==> src/rtl/rng_pkg.sv <==
// Shared state encoding, default constants and LFSR step for the random-address requester.
package rng_pkg;

  typedef enum logic [2:0] {
    IDLE  = 3'd0,
    START = 3'd1,
    WAIT  = 3'd2,
    CLEAR = 3'd3,
    OUT   = 3'd4
  } rng_state_t;

  localparam logic [15:0] LFSR_TAPS = 16'hB400;
  localparam logic [15:0] LFSR_INIT = 16'hACE1;
  localparam logic [16:0] TIMEOUT   = 17'd70000;

  // One Galois shift: feedback mask applied when the bit shifted out is 1.
  function automatic logic [15:0] lfsr_step(input logic [15:0] v, input logic [15:0] taps);
    return v[0] ? ((v >> 1) ^ taps) : (v >> 1);
  endfunction

endpackage

==> src/rtl/rng_lfsr16.sv <==
// 16-bit Galois LFSR; a zero seed is replaced by INIT so the register never locks at zero.
module rng_lfsr16
  import rng_pkg::*;
#(
  parameter logic [15:0] TAPS = 16'hB400,
  parameter logic [15:0] INIT = 16'hACE1
) (
  input  logic        clock,
  input  logic        nrst,
  input  logic        load,
  input  logic [15:0] seed,
  input  logic        advance,
  output logic [15:0] value
);

  always_ff @(posedge clock or negedge nrst) begin
    if (!nrst) begin
      value <= INIT;
    end else if (load) begin
      value <= (seed == 16'h0000) ? INIT : seed;
    end else if (advance) begin
      value <= lfsr_step(value, TAPS);
    end
  end

endmodule

==> src/rtl/rng_address_requester.sv <==
// Initiator for the start/done random-address handshake: draws an index, waits on the
// modulo responder with a timeout, re-arms it, and offers the result downstream.
module rng_address_requester #(
  parameter int          WIDTH     = 16,
  parameter logic [15:0] LFSR_TAPS = rng_pkg::LFSR_TAPS,
  parameter logic [15:0] LFSR_INIT = rng_pkg::LFSR_INIT,
  parameter logic [16:0] TIMEOUT   = rng_pkg::TIMEOUT
) (
  input  logic                clock,
  input  logic                nrst,
  input  logic                seed_load,
  input  logic [15:0]         seed,
  input  logic                req_valid,
  output logic                req_ready,
  input  logic [WIDTH-1:0]    count_in,
  output logic                start_rng_address,
  output logic [WIDTH-1:0]    which,
  output logic [WIDTH-1:0]    betterNeighborCount,
  input  logic [WIDTH-1:0]    rng_address,
  input  logic                done_rng_address,
  output logic                rng_clear_n,
  output logic                addr_valid,
  input  logic                addr_ready,
  output logic [WIDTH-1:0]    addr,
  output logic                err,
  output rng_pkg::rng_state_t state_dbg
);
  import rng_pkg::*;

  // Handshakes: a transfer happens on a rising edge where valid and ready are both high;
  // valid, once raised, holds with stable data until that transfer.

  localparam logic [16:0] TIMER_LAST = TIMEOUT - 17'd1;

  rng_state_t  state;
  logic [16:0] timer;
  logic [15:0] lfsr_value;
  logic        accept;
  logic        lfsr_load;
  logic        lfsr_adv;

  // A seed load in IDLE takes the cycle; the request is retried on the next one.
  assign accept    = (state == IDLE) && req_valid && !seed_load;
  assign lfsr_load = (state == IDLE) && seed_load;
  assign lfsr_adv  = accept && (count_in != '0);
  assign state_dbg = state;

  rng_lfsr16 #(
    .TAPS (LFSR_TAPS),
    .INIT (LFSR_INIT)
  ) u_lfsr (
    .clock   (clock),
    .nrst    (nrst),
    .load    (lfsr_load),
    .seed    (seed),
    .advance (lfsr_adv),
    .value   (lfsr_value)
  );

  always_ff @(posedge clock or negedge nrst) begin
    if (!nrst) begin
      state               <= IDLE;
      timer               <= '0;
      req_ready           <= 1'b1;
      start_rng_address   <= 1'b0;
      which               <= '0;
      betterNeighborCount <= '0;
      rng_clear_n         <= 1'b0;
      addr                <= '0;
      addr_valid          <= 1'b0;
      err                 <= 1'b0;
    end else begin
      start_rng_address <= 1'b0;
      rng_clear_n       <= 1'b1;
      case (state)
        IDLE: begin
          if (accept) begin
            req_ready <= 1'b0;
            if (count_in == '0) begin
              // The responder would loop forever on a zero count, so never start it.
              addr       <= '0;
              err        <= 1'b1;
              addr_valid <= 1'b1;
              state      <= OUT;
            end else begin
              betterNeighborCount <= count_in;
              which               <= lfsr_step(lfsr_value, LFSR_TAPS);
              start_rng_address   <= 1'b1;
              state               <= START;
            end
          end
        end
        START: begin
          timer <= '0;
          state <= WAIT;
        end
        WAIT: begin
          if (done_rng_address) begin
            addr        <= rng_address;
            err         <= 1'b0;
            rng_clear_n <= 1'b0;
            state       <= CLEAR;
          end else if (timer == TIMER_LAST) begin
            addr        <= '0;
            err         <= 1'b1;
            rng_clear_n <= 1'b0;
            state       <= CLEAR;
          end else begin
            timer <= timer + 17'd1;
          end
        end
        CLEAR: begin
          addr_valid <= 1'b1;
          state      <= OUT;
        end
        OUT: begin
          if (addr_ready) begin
            addr_valid <= 1'b0;
            req_ready  <= 1'b1;
            state      <= IDLE;
          end
        end
        default: begin
          state     <= IDLE;
          req_ready <= 1'b1;
        end
      endcase
    end
  end

endmodule

==> config.mk <==
export PLATFORM = sky130hd
export DESIGN_NAME = rng_address_requester
export DESIGN_NICKNAME = d
export VERILOG_FILES = /design/src/rtl/rng_pkg.sv /design/src/rtl/rng_lfsr16.sv /design/src/rtl/rng_address_requester.sv
export SDC_FILE = /design/constraint.sdc
export NUM_CORES = 1
export LEC_CHECK = 0
export ABC_AREA = 1
export CAP_MARGIN = 20
export CORE_ASPECT_RATIO = 0.9
export CORE_MARGIN = 4
export CORE_UTILIZATION = 35
export DETAILED_ROUTE_END_ITERATION = 6
export DONT_BUFFER_PORTS = 1
export PLACE_DENSITY_LB_ADDON = 0.1
export SETUP_SLACK_MARGIN = 0.4
export SYNTH_ARGS = -nofsm -noshare
export SYNTH_HDL_FRONTEND = slang
export SYNTH_SLANG_ARGS = --single-unit
==> constraint.sdc <==
create_clock -name clock -period 2.3 [get_ports clock]
set_input_delay 0.46 -clock clock [delete_from_list [all_inputs] [get_ports clock]]
set_output_delay 0.46 -clock clock [all_outputs]
set_load 0.02 [all_outputs]
## Word-level counts from Yosys, hierarchy flattened

Index checks and enable logic that the tools add are counted.

- Bitwise logic cells: 3
- $add $sub $neg: 1
- Reductions and logical operators: 20
- Equality and inequality tests: 11
- Mux-type cells: 34

Operators with widths:

| kind | number |
|---|---|
| two-way mux 16 bit | 8 |
| two-way mux 17 bit | 2 |
| one-hot mux 17 bit (2 select lines) | 1 |
| zero test 16 bit | 2 |
| one-hot mux 16 bit (2 select lines) | 1 |
| adder 17 x 1 -> 17 bit, second input constant | 1 |
| == test 17 bit, second input constant | 1 |
| nonzero test 16 bit | 1 |
| two-way mux 3 bit | 5 |
| one-hot mux 3 bit (5 select lines) | 1 |
| two-way mux 1 bit | 13 |
| AND reduction 3 bit | 4 |
| inequality test 2 bit, second input constant | 4 |
| AND reduction 4 bit | 2 |
| == test 3 x 2 -> 1 bit, second input constant | 2 |
| one-hot mux 1 bit (3 select lines) | 2 |
| nonzero test 2 bit | 3 |
| logical AND 1 bit | 4 |
| inverter 3 -> 4 bit | 1 |
| == test 3 x 1 -> 1 bit, second input constant | 1 |
| == test 3 bit, second input constant | 1 |
| zero test 3 bit | 1 |
| inequality test 3 bit, second input constant | 1 |
| nonzero test 3 bit | 1 |
| 5 further kinds | 6 |

- Input port bits: 54
- Word-level logic and storage cells: 80
- Flip-flop bits (word level): 89
- Output and inout bits: 56

## Depth between registers and ports, before layout

- Word-level depth: 6
- Gate-level depth with buffers: 12
- Gate-level depth less buffers: 11

## By module

Synthesis repeated with hierarchy kept, for this count alone.

- Cells, all modules: 531
- Area total of the unflattened synthesis: 4321.6 um^2

By module, submodules not included:

| module | sequential area each (um^2) | area each (um^2) | times used | cells each |
|---|---|---|---|---|
| rng_address_requester | 1828.0 | 3393.3 | 1 | 404 |
| rng_lfsr16 | 410.4 | 928.4 | 1 | 127 |

## Worst setup path before layout

No wires, ideal clock.

- Path kind: register -> register
- Start point: register state[1], in the netlist state_dbg[1]
- End point: register u_lfsr.value[12]
- Period minus slack after synthesis: 1547 ps
- Setup slack: 753 ps
- Data arrival time: 1420 ps
- Setup time: 127 ps
- Cell stages (with the launch flop): 11
- Path buffers: 2
- Data required time: 2173 ps
- Cell sequence: dfrtp_1 > nor2_4 > nand2_4 > inv_4 > nand2_2 > nor2_4 > nand2_2 > buf_6 > buf_6 > nand3_1 > o211ai_2

- Word-level cells in the longest chain between the ends: 5
- Elaborated cells on any way between the ends: 7
- Classes of those cells: 1 x mux; 6 x reduce/logical

Ends and longest elaborated chain:

| what | line | RTL |
|---|---|---|
| start, declared | rng_address_requester.sv:35 | `rng_state_t state;` |
| start signal, assigned | rng_address_requester.sv:62 | `state <= IDLE;` |
| start signal, assigned | rng_address_requester.sv:84 | `state <= OUT;` |
| start signal, assigned | rng_address_requester.sv:89 | `state <= START;` |
| zero test 3 bit (*) | rng_address_requester.sv:43, rng_address_requester.sv:44 |  |
| logical AND 1 bit (2 in a row) | rng_address_requester.sv:43 | `assign accept = (state == IDLE) && req_valid && !seed_load;` |
| logical AND 1 bit | rng_address_requester.sv:45 | `assign lfsr_adv = accept && (count_in != '0);` |
| nonzero test 2 bit (no line) | - |  |
| end signal, assigned | rng_lfsr16.sv:20 | `value <= (seed == 16'h0000) ? INIT : seed;` |
| end signal, assigned | rng_lfsr16.sv:22 | `value <= lfsr_step(value, TAPS);` |
| end, declared | rng_lfsr16.sv:13 | `output logic [15:0] value` |

Every way passes the cells marked *; elsewhere a longest branch is shown, timed or not.
A chain may end at the register's enable or synchronous reset.

## Worst setup path after layout

- Start point: register state[2], in the netlist state_dbg[2]
- End point: register u_lfsr.value[3]

Same word-level chain as after synthesis.

==> flow_metrics.env <==
export IMPL_clkLatencyLatePin_ns=0.34
export IMPL_antenna_cells=0
export IMPL_fmax_mhz=572
export IMPL_p_per_area_nw_per_um2=1330
export IMPL_rr_worst_depth=6
export IMPL_cts_setup_buffers=0
export IMPL_grt_pass1_wl_um=16500
export IMPL_postSynthNetCount=568
export IMPL_grt_setup_unrepaired="true"
export IMPL_num_vias=3191
export IMPL_area_delta_synth_final_pct=10.1
export IMPL_final_setup_tns_ns=0
export IMPL_syn_avg_cell_area_um2=8.44
export IMPL_synth_async_reset_ratio_pct=100
export IMPL_cts_clk_slew_worst_paths_ns=0.07
export IMPL_postRouteAntennaNets=0
export IMPL_hold_ws_ns=-0.194
export IMPL_cts_buffers=9
export IMPL_syn_inst=513
export IMPL_utilization_pct=39.4
export IMPL_grt_overflow_total=0
export IMPL_core_region_area_um2=12100
export IMPL_viasPerCell=4.71
export IMPL_critPathBufInv=2
export IMPL_cp_end_kind="register"
export IMPL_fillers=1232
export IMPL_p_sw_w=0.00270
export IMPL_synth_common_cells="nand2_1 (168), dfrtp_1 (80), inv_1 (50), nor2_1 (32)"
export IMPL_yosys_warnings=0
export IMPL_hold_class="in2async"
export IMPL_clock_skew_ns=0.00565
export IMPL_worstPathArrival_ns=1.97
export IMPL_synth_seq_cells=89
export IMPL_power_switching_share_pct=42.8
export IMPL_max_slew_worst_pin_slew_ns=0.689
export IMPL_synth_edf_count=0
export IMPL_synth_distinct_cells=33
export IMPL_p_int_w=0.00362
export IMPL_nets=568
export IMPL_crit_type="reg2reg"
export IMPL_cts_tree="done"
export IMPL_hold_viol=84
export IMPL_fin_crit_ns=1.75
export IMPL_post_synth_top_count_cell="nand2_1"
export IMPL_violations="hold timing"
export IMPL_grt_max_degree=90
export IMPL_hpwl_um=7130
export IMPL_p_leak_nw=2.33
export IMPL_drt_drc_violations_left=0
export IMPL_drive_gt1_share_pct=14.5
export IMPL_yosysSeqAreaShare_pct=51.7
export IMPL_synth_area_leader_cell="dfrtp_1"
export IMPL_cp_start_kind="register"
export IMPL_p_total_w=0.00632
export IMPL_place_gp_congestion=0.828
export IMPL_antenna_found_initial=0
export IMPL_wl_per_cell_um=14.6
export IMPL_critical_path_required_ns=2.52
export IMPL_routed_wl_um=9880
export IMPL_synth_area_top_cells="dfrtp_1 (46%), nand2_1 (15%), dfstp_2 (5.5%)"
export IMPL_r2r_end="u_lfsr.value[3]"
export IMPL_num_io_pins=110
export IMPL_htree_levels=3
export IMPL_grt_pass1_vias=3180
export IMPL_r2r_slack_ns=0.55
export IMPL_drt_pass1_iterations=4
export IMPL_synth_area_um2=4330
export IMPL_cp_slowest_stage_delay_ns=0.48
export IMPL_path_cells="inv_2 -> nand2_4 -> nor2_4 -> inv_1 -> nand3_1 -> o211ai_2"
export IMPL_grt_use_total_pct=14.4
export IMPL_clkSinkCount=89
export IMPL_ir_worst_vdd_uv=687
export IMPL_synth_top_area_share_pct=46.3
export IMPL_cts_path_max_buffers=2
export IMPL_finalCritPeriodShare_pct=76.0
export IMPL_status="finished, violations left"
export IMPL_die_x_um=125
export IMPL_cpLargestDelayFamily="simple AND/OR/NAND/NOR gates"
export IMPL_critPathMaxFanout=24
export IMPL_fp_row_count=38
export IMPL_synthFlopType="dfrtp_1"
export IMPL_max_cap_violations=0
export IMPL_pwr_share_comb_pct=26.8
export IMPL_worst_path_max_delay_cell="dfrtp_2"
export IMPL_seq_power_share_pct=51.1
export IMPL_dieArea_um2=14200
export IMPL_portBuffers=0
export IMPL_ctsRootBufferMaster="clkbuf_16"
export IMPL_setup_viol=0
export IMPL_rr_startpoint="state_dbg[2]"
export IMPL_drtIter0Drc=177
export IMPL_maxSlewViolCount=0
export IMPL_clkPwrFrac_pct=22.1
export IMPL_initial_utilization_pct=35.8
export IMPL_die_y_um=113
export IMPL_slew_headroom_pct=54.0
registers in the layout, summed over array words and instances (netlist names):
name	count
timer	17
addr	16
betterNeighborCount	16
u_lfsr.value	16
which	16
state_dbg	3
addr_valid	1
err	1
req_ready	1
rng_clear_n	1
start_rng_address	1
stage by stage:
step | instance area [µm²] | std cells | worst slack [ns]
CTS | 4750 | 678 | 0.436
global placement | 4470 | 662 | 0.501
detailed placement | 4470 | 662 | 0.444
global route | 4760 | 678 | 0.394
finish | 4760 | 678 | 0.552
floorplan | 4330 | 513 | 0.753
timing repair:
action	4_1_cts	5_1_grt
endpoints found under the setup margin	0	42
hold endpoints to repair	89	89
gates resized for setup	0	5
how the worst max path moves through the flow:
stage,start,end,slack (ns),cells after the start
floorplan,state_dbg[1],u_lfsr.value[12],0.75,10
global placement,state_dbg[2],u_lfsr.value[7],0.50,7
detailed placement,state_dbg[2],u_lfsr.value[3],0.44,6
CTS,state_dbg[2],u_lfsr.value[3],0.44,6
global route,state_dbg[2],u_lfsr.value[3],0.39,6
finish,state_dbg[2],u_lfsr.value[3],0.55,6
area by class of cell:
type	count	area [µm²]	area share (%)
Sequential cell	89	2240	47.0
Multi-Input combinational cell	349	1740	36.6
Clock buffer	10	239	5.02
Inverter	57	219	4.60
Tap cell	160	200	4.20
Timing Repair Buffer	7	77.6	1.63
Clock inverter	6	43.8	0.919
power groups by stage:
| stage | clock [W] | combinational (W) | sequential, W |
|---|---|---|---|
| after floorplan | 0 | 0.00145 | 0.00313 |
| after global placement | 0 | 0.00168 | 0.00327 |
| after detailed placement | 0 | 0.00173 | 0.00327 |
| after CTS | 0.00145 | 0.00172 | 0.00325 |
| after global routing | 0.00152 | 0.00197 | 0.00331 |
| final | 0.00140 | 0.00169 | 0.00323 |
cells by family (layout without fill, tap and decap cells):
family	Yosys count	in the layout	synth area share (%)
XOR/XNOR	15	15	3.04
adder cells (fa/ha/maj)	1	1	0.289
multiplexers	1	1	0.231
flip-flops	89	89	51.7
AO/OA/AOI/OAI	60	60	8.59
AND/OR/NAND/NOR	272	272	27.8
buffers and inverters	75	80	8.30
placed cells by master, fill, tap and decap left out, types with 2 or more instances in the layout:
master       n
nand2_1    168
dfrtp_1     79
inv_1       49
nor2_1      32
nand3_1     26
o21ai_1     26
o21ai_0     20
xor2_1      13
nand4_1     10
nor3_1       9
clkbuf_16    9
dfstp_2      9
o211ai_2     8
nand2_2      7
inv_2        6
or2_2        5
buf_4        5
nor2_4       3
nand2_4      3
nor2_2       3
clkinv_4     3
inv_4        2
nor3b_1      2
xnor2_1      2
o21ai_2      2
a21oi_1      2
clkinv_2     2
buf_12       2
routing by layer:
layer | GRT usage [%] | wire length [µm] | up-vias | part of all wire (%)
li1 | - | - | 1617 | -
met1 | 18.7 | 4570 | 1473 | 46
met2 | 21.9 | 4330 | 94 | 44
met3 | 6.79 | 880 | 7 | 8.9
met4 | 3.68 | 92 | 0 | 0.93
met5 | 0 | 0 | - | 0
No activity file was read; power rests on OpenSTA's default activity.
==> patch 1: new RTL, same flow settings <==
Make the reset (`nrst`) synchronous in 2 clocked blocks.
--- a/src/rtl/rng_lfsr16.sv
+++ b/src/rtl/rng_lfsr16.sv
@@ -15,3 +15,3 @@
 
-  always_ff @(posedge clock or negedge nrst) begin
+  always_ff @(posedge clock) begin
     if (!nrst) begin
--- a/src/rtl/rng_address_requester.sv
+++ b/src/rtl/rng_address_requester.sv
@@ -59,3 +59,3 @@
 
-  always_ff @(posedge clock or negedge nrst) begin
+  always_ff @(posedge clock) begin
     if (!nrst) begin
Formal check against the unedited RTL: differs if nrst is asserted again (counterexample within 4 cycles, from zero or initial values and one cycle with nrst low); with nrst held inactive, the same outputs for 4 cycles.
==> patch 1 against the original RTL <==
  * Total power decreased by 3.4%
  * Routed wire length increased by 8.4%
  * Sequential cell count unchanged
  * Die area decreased by 5.1%
  * Final area decreased by 3.1%
  * Area after synthesis decreased by 5.4%
  * Setup slack got worse by 0.021 ns
  * Critical path depth increased by 6
  * Non-clock buffer count increased by 12
==> patch 1: results (changes against the original RTL) <==
Run status:
- Status: finished clean (was complete, but fails checks).

Global route:
- The global-route wire length before repair was 17.5 mm (was 16.5 mm).
- The via count of the first global-routing pass came to 3432 (was 3180).
- The largest net degree at the start of global routing was 57 (was 90).
- The overall global routing resource usage came to 16.2% (was 14.4%).

Finish:
- The fraction of layout instances using a drive strength above 1 is 13.6% (was 14.5%).
- The antenna diode count is 0 (unchanged).

Place:
- The post-place setup slack is 0.279 ns (was 0.444 ns).
- The final estimated routing congestion in global placement was 0.808 (was 0.828).
- The number of buffer cells added on primary ports was 0 (unchanged).
- The HPWL after detailed placement came to 7.43 mm (was 7.13 mm).

Synth:
- List of most frequent post-synthesis cells: sky130_fd_sc_hd__nand2_1 (142), sky130_fd_sc_hd__nor2_1 (91), sky130_fd_sc_hd__dfxtp_1 (89) (was sky130_fd_sc_hd__nand2_1 (168), sky130_fd_sc_hd__dfrtp_1 (80), sky130_fd_sc_hd__inv_1 (50)).
- The count of different cell masters after synthesis is 29 (was 33).
- The synthesized-area fraction occupied by adder cells is 0.306% (was 0.289%).
- The compound-cell area share of the yosys netlist is 13.2% (was 8.59%).
- The proportion of register bits with asynchronous set or reset after synthesis is 0% (was 100%).
- The mux share of post-synthesis cell area is 0% (was 0.231%).
- The fraction of the yosys area taken by sequential cells is 43.5% (was 51.7%).
- The xor and xnor fraction of the mapped netlist area was 1.71% (was 3.04%).
- Largest cells by area after synthesis: sky130_fd_sc_hd__dfxtp_1 (44%), sky130_fd_sc_hd__nand2_1 (13%), sky130_fd_sc_hd__nor2_1 (8.3%) (was sky130_fd_sc_hd__dfrtp_1 (46%), sky130_fd_sc_hd__nand2_1 (15%), sky130_fd_sc_hd__dfstp_2 (5.5%)).
- The net count of the mapped netlist is 644 (was 568).

Worst hold path:
- The class of the tightest hold or removal check is primary input to register (was primary input to asynchronous set/reset pin).

Detailed routing:
- The detailed-route vias per instance is 4.93 (was 4.71).
- The average wire per standard cell is 14.3 µm (was 14.6 µm).

Worst setup path:
- The origin of the critical flop-to-flop path is timer[0] (was state_dbg[2]).
- The number of cell instances on the worst register-to-register path is 12 (was 6).
- The slack of the worst reg-to-reg path was 0.53 ns (was 0.55 ns).
- The worst-path maximum fanout is 9 (was 24).
- The endpoint arrival time on the critical path is 2.04 ns (was 1.97 ns).

Clocking:
- The largest buffer count on any clock path was 2 (unchanged).

Timing:
- The setup clock skew after layout is 0.00623 ns (was 0.00565 ns).
- The final number of setup-violating endpoints is 0 (unchanged).
- The headroom to the max-slew limit is 61.0% (was 54.0%).

Pwr:
- The leakage component of the power is 1.78 nW (was 2.33 nW).
- The highest ir drop seen on vdd came to 0.544 mV (was 0.687 mV).
[patch 1: repair_timing]
action | 4_1_cts | 5_1_grt
setup endpoints to repair | 18 | 75
hold buffers | 0 | 0
resized for setup | 2 | 10
cloned | 0 | 1
pin swaps | 0 | 3
buffers inserted | 0 | 7
[patch 1: through the flow]
| stage | utilization [%] | power [mW] | hold slack [ns] | area (µm²) | cells |
|---|---|---|---|---|---|
| after CTS | 39.5 | 5.98 | 0.187 | 4520 | 742 |
| after global routing | 40.4 | 6.59 | 0.179 | 4620 | 750 |
| after detailed placement | 37.0 | 4.53 | 0.473 | 4230 | 726 |
| final | 40.4 | 6.11 | 0.219 | 4620 | 750 |
| after global placement | 37.0 | 4.49 | 0.465 | 4230 | 726 |
| after floorplan | - | 4.11 | 0.447 | 4090 | 589 |
[patch 1: final cells by class]
class | instances | area (µm²)
Clock inverter | 6 | 40.0
Tap cell | 156 | 195
Timing Repair Buffer | 19 | 193
Fill cell | 1242 | 6820
Clock buffer | 10 | 239
Inverter | 49 | 189
Sequential cell | 89 | 1780
Multi-Input combinational cell | 421 | 1980
[patch 1: cell families after synthesis]
kind of cell | after synthesis
buffers and inverters | 79
AOI/OAI and AO/OA | 96
DFF | 89
adders and majority gates | 1
and+or+nand+nor | 316
xor gates and xnor gates | 8
[patch 1: routing by layer]
layer | vias up | part of all wire (%) | GRT usage, %
li1 | 1895 | - | -
met4 | 0 | 0.99 | 3.81
met3 | 9 | 10 | 8.70
met5 | - | 0 | 0
met2 | 109 | 43 | 23.7
met1 | 1685 | 45 | 20.9
[patch 1: worst max-delay path, stage by stage, from the launching register on]
cell	delay, ns
sky130_fd_sc_hd__dfxtp_2	0.35
sky130_fd_sc_hd__ha_2	0.20
sky130_fd_sc_hd__nand2_2	0.09
sky130_fd_sc_hd__nor2_4	0.15
sky130_fd_sc_hd__inv_2	0.04
sky130_fd_sc_hd__nor2_2	0.11
sky130_fd_sc_hd__nand2_2	0.08
sky130_fd_sc_hd__nand2_2	0.06
sky130_fd_sc_hd__nand2_1	0.08
sky130_fd_sc_hd__nand2_4	0.16
sky130_fd_sc_hd__clkbuf_16	0.18
sky130_fd_sc_hd__a21oi_1	0.06
sky130_fd_sc_hd__nor2_1	0.12
[patch 1: worst max-delay path by stage]
stage,start,endpoint,slack (ns),cells after the start
after floorplan,timer[0],addr[14],0.71,13
after global placement,count_in[10],u_lfsr.value[11],0.36,9
after detailed placement,count_in[4],u_lfsr.value[13],0.28,9
after CTS,state_dbg[0],u_lfsr.value[1],0.40,9
after global routing,timer[0],addr[11],0.36,13
final,timer[0],addr[0],0.53,12
[patch 1: power breakdown]
part | internal (mW) | switching (mW) | total [mW]
clock | 0.764 | 0.642 | 1.41
combinational | 0.957 | 1.38 | 2.34
sequential | 1.88 | 0.477 | 2.36
==> patch 2: new RTL, same flow settings <==
Made on the original files. Set the package constant `TIMEOUT` to 17'd35000 (it was 17'd70000).
--- a/src/rtl/rng_pkg.sv
+++ b/src/rtl/rng_pkg.sv
@@ -13,3 +13,3 @@
   localparam logic [15:0] LFSR_INIT = 16'hACE1;
-  localparam logic [16:0] TIMEOUT   = 17'd70000;
+  localparam logic [16:0] TIMEOUT   = 17'd35000;
 
Behaviour: no difference found for any inputs over 4 cycles, from zero or initial values and one cycle with nrst low; that may be too few to reach the edited logic, so the function may still have changed.
==> patch 2 against the original RTL <==
  * The run still ends with hold timing left
  * Setup slack improved by 0.043 ns
  * Final area rose by 0.68%
  * Synthesized cell count rose by 9.6%
  * Sequential cell count did not move
  * Routed wire length rose by 11%
  * Total power fell by 1.5%
  * Area after synthesis fell by 0.75%
  * Fmax rose by 2.5%
  * Global-route usage rose by 1.7 points
  * Critical path type unchanged
==> patch 2: results (changes against the original RTL) <==
Global route:
- The global-route track usage on met2 is 24.2% (was 21.9%).
- The met3 capacity usage during global routing is 6.42% (was 6.79%).
- The overall global routing resource usage came to 16.1% (was 14.4%).
- The global-route wire length before repair is 18.3 mm (was 16.5 mm).

Run status:
- Violations in the final reports: hold timing (unchanged).
- Status: complete, but fails checks (unchanged).

Worst setup path:
- The worst-path maximum fanout is 17 (was 24).
- The endpoint arrival time on the critical path is 1.94 ns (was 1.97 ns).
- The kind of cell with the highest combined delay on the critical path is buffers and inverters (was simple AND/OR/NAND/NOR gates).

Pwr:
- The power density over the cells is 1300 nW/µm² (was 1330 nW/µm²).
- The leakage component of the power is 2.40 nW (was 2.33 nW).
- The clock network fraction of design power came to 26.0% (was 22.1%).

Synth:
- The net count of the mapped netlist came to 617 (was 568).
- List of most frequent post-synthesis cells: sky130_fd_sc_hd__nand2_1 (233), sky130_fd_sc_hd__nand3_1 (83), sky130_fd_sc_hd__dfrtp_1 (80) (was sky130_fd_sc_hd__nand2_1 (168), sky130_fd_sc_hd__dfrtp_1 (80), sky130_fd_sc_hd__inv_1 (50)).
- The fraction of the yosys area taken by sequential cells was 52.1% (was 51.7%).

Finish:
- The number of non-filler instances in the completed layout is 726 (was 678).
- The area taken by flip-flops and latches is 2240 µm² (about the same).
- The fraction of area in non-clock buffers is 1.59% (was 1.63%).
- The number of non-clock buffers in the layout is 8 (was 7).
- The number of multi-input combinational cells in the layout is 419 (was 349).
- The clock distribution area overhead in the final layout is 6.86% (was 5.94%).
- The total area of multi-input combinational cells is 1820 µm² (was 1740 µm²).

Detailed routing:
- The detailed-route wire length is 11.0 mm (was 9.88 mm).
- The initial detailed-routing violation count came to 237 (was 177).

Place:
- The post-place setup slack is 0.314 ns (was 0.444 ns).
- The placement-stage cell area is 4450 µm² (was 4470 µm²).
- The placed cell count is 709 (was 662).
- The final estimated routing congestion in global placement is 0.875 (was 0.828).

Timing:
- The setup clock skew after layout is 0.00431 ns (was 0.00565 ns).
- The slew at the pin closest to its max-slew limit is 0.402 ns (was 0.689 ns).
- The final hold violation count is 89 (was 84).
- The worst hold slack after final layout came to -0.195 ns (was -0.194 ns).
[patch 2: cells by family after synthesis]
logic type / Yosys count / synth area share (%)
xor gates and xnor gates: 6 / 1.22
AOI/OAI and AO/OA: 20 / 2.53
DFF: 89 / 52.1
buffers and inverters: 54 / 5.59
adders and majority gates: 1 / 0.291
and+or+nand+nor: 392 / 38.2
[patch 2: path summary, 6_finish.rpt]
kind,to,slack [ns],start,depth (start not counted)
setup / recovery,err,0.60,state_dbg[2],9
hold / removal,betterNeighborCount[8],-0.19,nrst,0
setup reg to reg,err,0.60,state_dbg[2],9
hold reg to reg,u_lfsr.value[5],0.49,u_lfsr.value[5],2
max in group asynchronous,req_ready,2.28,nrst,0
min in group clock,betterNeighborCount[5],0.22,count_in[5],2
[patch 2: layer usage]
| layer | wire (µm) | vias up |
|---|---|---|
| met1 | 4960 | 1684 |
| met5 | 0 | - |
| met2 | 4920 | 105 |
| met4 | 116 | 0 |
| met3 | 985 | 9 |
| li1 | - | 1781 |
